===== config.mk =====
export PLATFORM = sky130hd
export DESIGN_NAME = psram_arbiter
export DESIGN_NICKNAME = d
export VERILOG_FILES = /design/src/rtl/psram_arbiter.sv
export SDC_FILE = /design/constraint.sdc
export NUM_CORES = 1
export LEC_CHECK = 0
export CORE_MARGIN = 4
export CORE_UTILIZATION = 48
export DETAILED_ROUTE_END_ITERATION = 10
export HOLD_SLACK_MARGIN = 0.05
export PLACE_DENSITY_LB_ADDON = 0.25
export SYNTH_ARGS = -nofsm -noshare
export SYNTH_HDL_FRONTEND = slang
export SYNTH_SLANG_ARGS = --single-unit

===== constraint.sdc =====
create_clock -name clk -period 2.71 [get_ports clk]
set_clock_uncertainty 0.05 [all_clocks]
set_input_delay 0.4065 -clock clk [delete_from_list [all_inputs] [get_ports clk]]
set_output_delay 0.4065 -clock clk [all_outputs]
set_load 0.02 [all_outputs]

===== src/rtl/psram_arbiter.sv =====
// Two-port arbiter in front of a PSRAM controller.
// Port A (Atari bus, byte reads) and port B (loader, byte reads/writes) share
// one controller. A one-word read buffer serves repeated port-A reads of the
// same 16-bit word without touching memory.
//
// Handshake: a requester raises req with stable address/data and holds it
// until it sees a one-cycle ack (read data is valid in the ack cycle). The
// ack cycle itself never starts a new request; req still high in the cycle
// after ack is a new request. Dropping req before ack abandons the ack, but
// the memory operation already issued still runs to completion.
// Controller side: one-cycle mem_read/mem_write strobe, then mem_busy rises
// and later falls; mem_dout is captured in the first cycle mem_busy is low.
module psram_arbiter #(
  parameter int MAX_A_STREAK = 4,
  parameter bit CACHE_EN     = 1'b1
) (
  input  logic        clk,
  input  logic        resetn,
  input  logic        a_req,
  input  logic [21:0] a_addr,
  output logic        a_ack,
  output logic [7:0]  a_data,
  input  logic        b_req,
  input  logic        b_we,
  input  logic [21:0] b_addr,
  input  logic [7:0]  b_wdata,
  output logic        b_ack,
  output logic [7:0]  b_rdata,
  output logic        mem_read,
  output logic        mem_write,
  output logic [21:0] mem_addr,
  output logic [15:0] mem_din,
  output logic        mem_byte_write,
  input  logic [15:0] mem_dout,
  input  logic        mem_busy,
  output logic        ready,
  output logic [1:0]  dbg_state
);

  localparam int SW = $clog2(MAX_A_STREAK + 1);
  localparam logic [SW-1:0] STREAK_MAX = SW'(MAX_A_STREAK);

  typedef enum logic [1:0] {
    IDLE  = 2'd0,
    ISSUE = 2'd1,
    WAIT  = 2'd2,
    DONE  = 2'd3
  } state_t;

  state_t state_q, state_d;

  // read buffer
  logic          valid_q;
  logic [20:0]   tag_q;
  logic [15:0]   word_q;
  logic [SW-1:0] streak_q;

  // the operation currently owned by the controller
  logic        g_b_q;
  logic        g_we_q;
  logic        g_live_q;
  logic [21:0] g_addr_q;
  logic [7:0]  g_wdata_q;

  logic       a_live, b_live;
  logic       hit, grant_a, grant_b;
  logic       g_req, ack_ok, wr_match;
  logic [7:0] rd_byte, hit_byte;

  assign dbg_state = state_q;

  // Arbitration decisions and next-state logic
  always_comb begin
    state_d  = state_q;
    hit      = 1'b0;
    grant_a  = 1'b0;
    grant_b  = 1'b0;
    // an ack cycle must not be mistaken for a fresh request
    a_live   = a_req & ~a_ack;
    b_live   = b_req & ~b_ack;
    g_req    = g_b_q ? b_req : a_req;
    ack_ok   = g_live_q & g_req;
    rd_byte  = g_addr_q[0] ? mem_dout[15:8] : mem_dout[7:0];
    hit_byte = a_addr[0] ? word_q[15:8] : word_q[7:0];
    wr_match = valid_q && (tag_q == g_addr_q[21:1]);
    case (state_q)
      IDLE: begin
        if (CACHE_EN && a_live && valid_q && (tag_q == a_addr[21:1])) begin
          hit = 1'b1;
        end else if (ready && !mem_busy) begin
          if (b_live && (!a_live || streak_q >= STREAK_MAX)) begin
            grant_b = 1'b1;
          end else if (a_live) begin
            grant_a = 1'b1;
          end
          if (grant_a || grant_b) state_d = ISSUE;
        end
      end
      ISSUE:   if (mem_busy)  state_d = WAIT;
      WAIT:    if (!mem_busy) state_d = DONE;
      DONE:    state_d = IDLE;
      default: state_d = IDLE;
    endcase
  end

  // State register
  always_ff @(posedge clk) begin
    if (!resetn) state_q <= IDLE;
    else         state_q <= state_d;
  end

  // Outputs, read buffer, streak counter and the captured grant
  always_ff @(posedge clk) begin
    if (!resetn) begin
      a_ack          <= 1'b0;
      a_data         <= 8'h00;
      b_ack          <= 1'b0;
      b_rdata        <= 8'h00;
      mem_read       <= 1'b0;
      mem_write      <= 1'b0;
      mem_addr       <= 22'h0;
      mem_din        <= 16'h0;
      mem_byte_write <= 1'b0;
      ready          <= 1'b0;
      valid_q        <= 1'b0;
      tag_q          <= 21'h0;
      word_q         <= 16'h0;
      streak_q       <= '0;
      g_b_q          <= 1'b0;
      g_we_q         <= 1'b0;
      g_live_q       <= 1'b0;
      g_addr_q       <= 22'h0;
      g_wdata_q      <= 8'h00;
    end else begin
      a_ack     <= 1'b0;
      b_ack     <= 1'b0;
      mem_read  <= 1'b0;
      mem_write <= 1'b0;

      if (!mem_busy) ready <= 1'b1;

      // A gets at most MAX_A_STREAK services in a row while B waits
      if (!b_req || grant_b) begin
        streak_q <= '0;
      end else if ((hit || grant_a) && streak_q < STREAK_MAX) begin
        streak_q <= streak_q + SW'(1);
      end

      if (hit) begin
        a_ack  <= 1'b1;
        a_data <= hit_byte;
      end

      if (grant_a || grant_b) begin
        g_b_q          <= grant_b;
        g_we_q         <= grant_b & b_we;
        g_live_q       <= 1'b1;
        g_addr_q       <= grant_b ? b_addr : a_addr;
        g_wdata_q      <= b_wdata;
        mem_addr       <= grant_b ? b_addr : a_addr;
        mem_read       <= ~(grant_b & b_we);
        mem_write      <= grant_b & b_we;
        mem_byte_write <= grant_b & b_we;
        if (grant_b && b_we) mem_din <= {b_wdata, b_wdata};
      end

      // requester gave up: finish the memory cycle silently
      if ((state_q == ISSUE || state_q == WAIT) && !g_req) g_live_q <= 1'b0;

      if (state_q == WAIT && !mem_busy) begin
        if (!g_we_q) begin
          valid_q <= 1'b1;
          tag_q   <= g_addr_q[21:1];
          word_q  <= mem_dout;
          if (g_b_q) begin
            b_ack   <= ack_ok;
            b_rdata <= rd_byte;
          end else begin
            a_ack  <= ack_ok;
            a_data <= rd_byte;
          end
        end else begin
          // keep the buffered word coherent with the written byte
          if (wr_match) begin
            if (g_addr_q[0]) word_q[15:8] <= g_wdata_q;
            else             word_q[7:0]  <= g_wdata_q;
          end
          b_ack <= ack_ok;
        end
      end
    end
  end

endmodule


==> flow_metrics.env <==
export IMPL_synthArstFlopShare=0
export IMPL_post_synth_top_count_cell="dfxtp_1"
export IMPL_finalHoldViolCount=0
export IMPL_antenna_cells=0
export IMPL_die_h_um=108.7
export IMPL_arrival_ps=2730
export IMPL_ios=136
export IMPL_tritoncts="yes"
export IMPL_synth_top_area_cell="dfxtp_1"
export IMPL_syn_nets=669
export IMPL_synth_cells=591
export IMPL_critPathRequiredTime_ps=2900
export IMPL_first_pass_iters=5
export IMPL_n_fill_cell=862
export IMPL_final_cells=851
export IMPL_register_area_mm2=0.002102
export IMPL_synth_edf_count=0
export IMPL_htree_levels=3
export IMPL_grt_max_degree=35
export IMPL_synth_cell_type_count=39
export IMPL_vias=4660
export IMPL_p_leak_nw=2.359
export IMPL_max_slew_margin=0.5650
export IMPL_clk_pin_slew_ps=100
export IMPL_status="complete, no violations"
export IMPL_antenna_found_initial=0
export IMPL_timing_final_crit_share=0.9373
export IMPL_postCtsSetupRepairBufs=0
export IMPL_worst_pin_slew_ps=652.5
export IMPL_dr_first_iter_drc_count=223
export IMPL_start_util=0.4960
export IMPL_grt_use_met1=0.2870
export IMPL_wl_per_cell_um=16.45
export IMPL_cp_end_kind="flop"
export IMPL_gr_usage_met2=0.4210
export IMPL_track_usage=0.2375
export IMPL_synth_ff_type="dfxtp_1"
export IMPL_synth_top_cell_area_share=0.4315
export IMPL_antenna_left=0
export IMPL_cts_root_buf="clkbuf_8"
export IMPL_nNetsFinal=791
export IMPL_dpl_cell_count=835
export IMPL_gr_total_overflow=0
export IMPL_ys_ff_latch=105
export IMPL_fmax_mhz=393.7
export IMPL_rsz0062_at_grt="false"
export IMPL_worst_slack_ps=169.8
export IMPL_dpl_cell_area_mm2=0.006359
export IMPL_finalCriticalPeriod_ps=2540
export IMPL_grt_pass1_vias=4594
export IMPL_dieWidth_um=108.7
export IMPL_syn_area_mm2=0.004871
export IMPL_drive_gt1_frac=0.06825
export IMPL_core_area_mm2=0.009819
export IMPL_gp_congestion=0.8335
export IMPL_synth_area_per_cell_um2=8.242
export IMPL_fp_row_count=36
export IMPL_final_setup_viol_count=0
export IMPL_min_path_type="reg -> reg"
export IMPL_hpwl_mm=10.59
export IMPL_multiInputGateArea_mm2=0.002505
export IMPL_final_area_mm2=0.006541
export IMPL_cp_start_kind="primary input"
export IMPL_powerDensity_mw_per_mm2=564.5
export IMPL_cap_violations=0
export IMPL_vdd_ir_drop_max_mv=0.3028
export IMPL_use_met3=0.03789
export IMPL_viasPerCell=5.476
export IMPL_pre_cts_ws_ps=-182.4
export IMPL_fin_hold_ws_ps=423.9
export IMPL_dieArea_mm2=0.01182
export IMPL_ys_seq_area_frac=0.4315
export IMPL_yosys_top_cells_area="dfxtp_1 43%, xnor2_1 7.6%, nand2_1 7.2%"
export IMPL_synth_common_cells="105 x dfxtp_1, 93 x nand2_1, 51 x o21ai_0"
export IMPL_clock_path_buffers=2
export IMPL_area_growth_pct=34.29
export IMPL_yosys_warnings=0
export IMPL_numCtsBuffers=9
export IMPL_critical_path_class="in -> reg"
export IMPL_grt_pass1_wl_mm=22.29
export IMPL_cts_resized=0
export IMPL_hold_buffers=0
export IMPL_io_buffers=135
export IMPL_routed_wl_mm=14.00
export IMPL_drc=0
export IMPL_maxSlewViolCount=0
export IMPL_grt_busiest_layer="met2"
export IMPL_clock_sinks=105
export IMPL_crit_fanout=9
export IMPL_insertion_delay_ps=360
report_power, final:
part	leakage, nW	internal [mW]	total (mW)	switching [mW]
clock	0.0875	0.346	0.895	0.548
combinational	1.42	0.471	1.02	0.549
sequential	0.850	1.66	1.78	0.114
cell type report:
class / instances / area share
Multi-Input combinational cell: 425 / 0.3829
Inverter: 16 / 0.009181
Clock buffer: 10 / 0.01951
Timing Repair Buffer: 156 / 0.2337
Clock inverter: 6 / 0.007842
Sequential cell: 105 / 0.3213
Tap cell: 133 / 0.02544
per-layer routing:
layer | wire, um | vias to the layer above
met5 | 0 | -
met2 | 6954 | 203
met1 | 5676 | 2141
li1 | - | 2285
met3 | 1014 | 31
met4 | 350 | 0
through the flow:
| step | setup TNS (ps) | total power [mW] | utilization |
|---|---|---|---|
| floorplan | 0 | 2.366 | - |
| global placement | -1156 | 2.795 | 0.6476 |
| detailed placement | -1516 | 2.821 | 0.6476 |
| CTS | 0 | 3.711 | 0.6658 |
| global route | 0 | 3.886 | 0.6662 |
| finish | 0 | 3.692 | 0.6662 |
layout by cell type (no fill, tap or decap), drive strengths merged, types with 2 or more instances in the layout:
master	count
nand3	26
o211a	2
clkinv	4
a311oi	8
buf	22
nor2	48
nor3	3
nor2b	5
ha	4
and2	2
or4	2
nand2	93
clkbuf	10
mux2i	26
o22ai	31
a21oi	28
o21ai	52
mux2	8
nor4	2
a211oi	9
nand2b	10
xnor2	42
a31oi	2
nand4	12
clkdlybuf4s50	134
inv	17
dfxtp	105
registers in the layout, summed over array words and instances (netlist names), 2 cells and up:
register,cells
word_q,16
streak_q,3
dbg_state,2
b_rdata,8
a_data,8
mem_din,8
g_addr_q,22
tag_q,21
g_wdata_q,8
cells by family after synthesis:
logic type,count (synthesis),share of synthesized area
buffers and inverters,61,0.05574
multiplexers,34,0.07192
AND/OR/NAND/NOR,207,0.1873
XOR/XNOR,42,0.07552
flip-flops,105,0.4315
AO/OA/AOI/OAI,138,0.1677
adder cells (fa/ha/maj),4,0.01028
worst max-delay path, stage by stage:
cell	delay, ps
clkdlybuf4s50_1	490
xnor2_1	150
nand4_1	200
or4_1	540
or4_1	440
buf_4	220
mux2i_1	180
o22ai_1	100
final timing paths:
path	from	to	slack, ps	cells after the start
setup / recovery	a_addr[14]	a_data[5]	170	8
hold / removal	word_q[6]	word_q[6]	420	2
setup reg to reg	tag_q[13]	a_data[5]	280	7
hold reg to reg	word_q[6]	word_q[6]	420	2
Power figures use the tool's default switching activity.
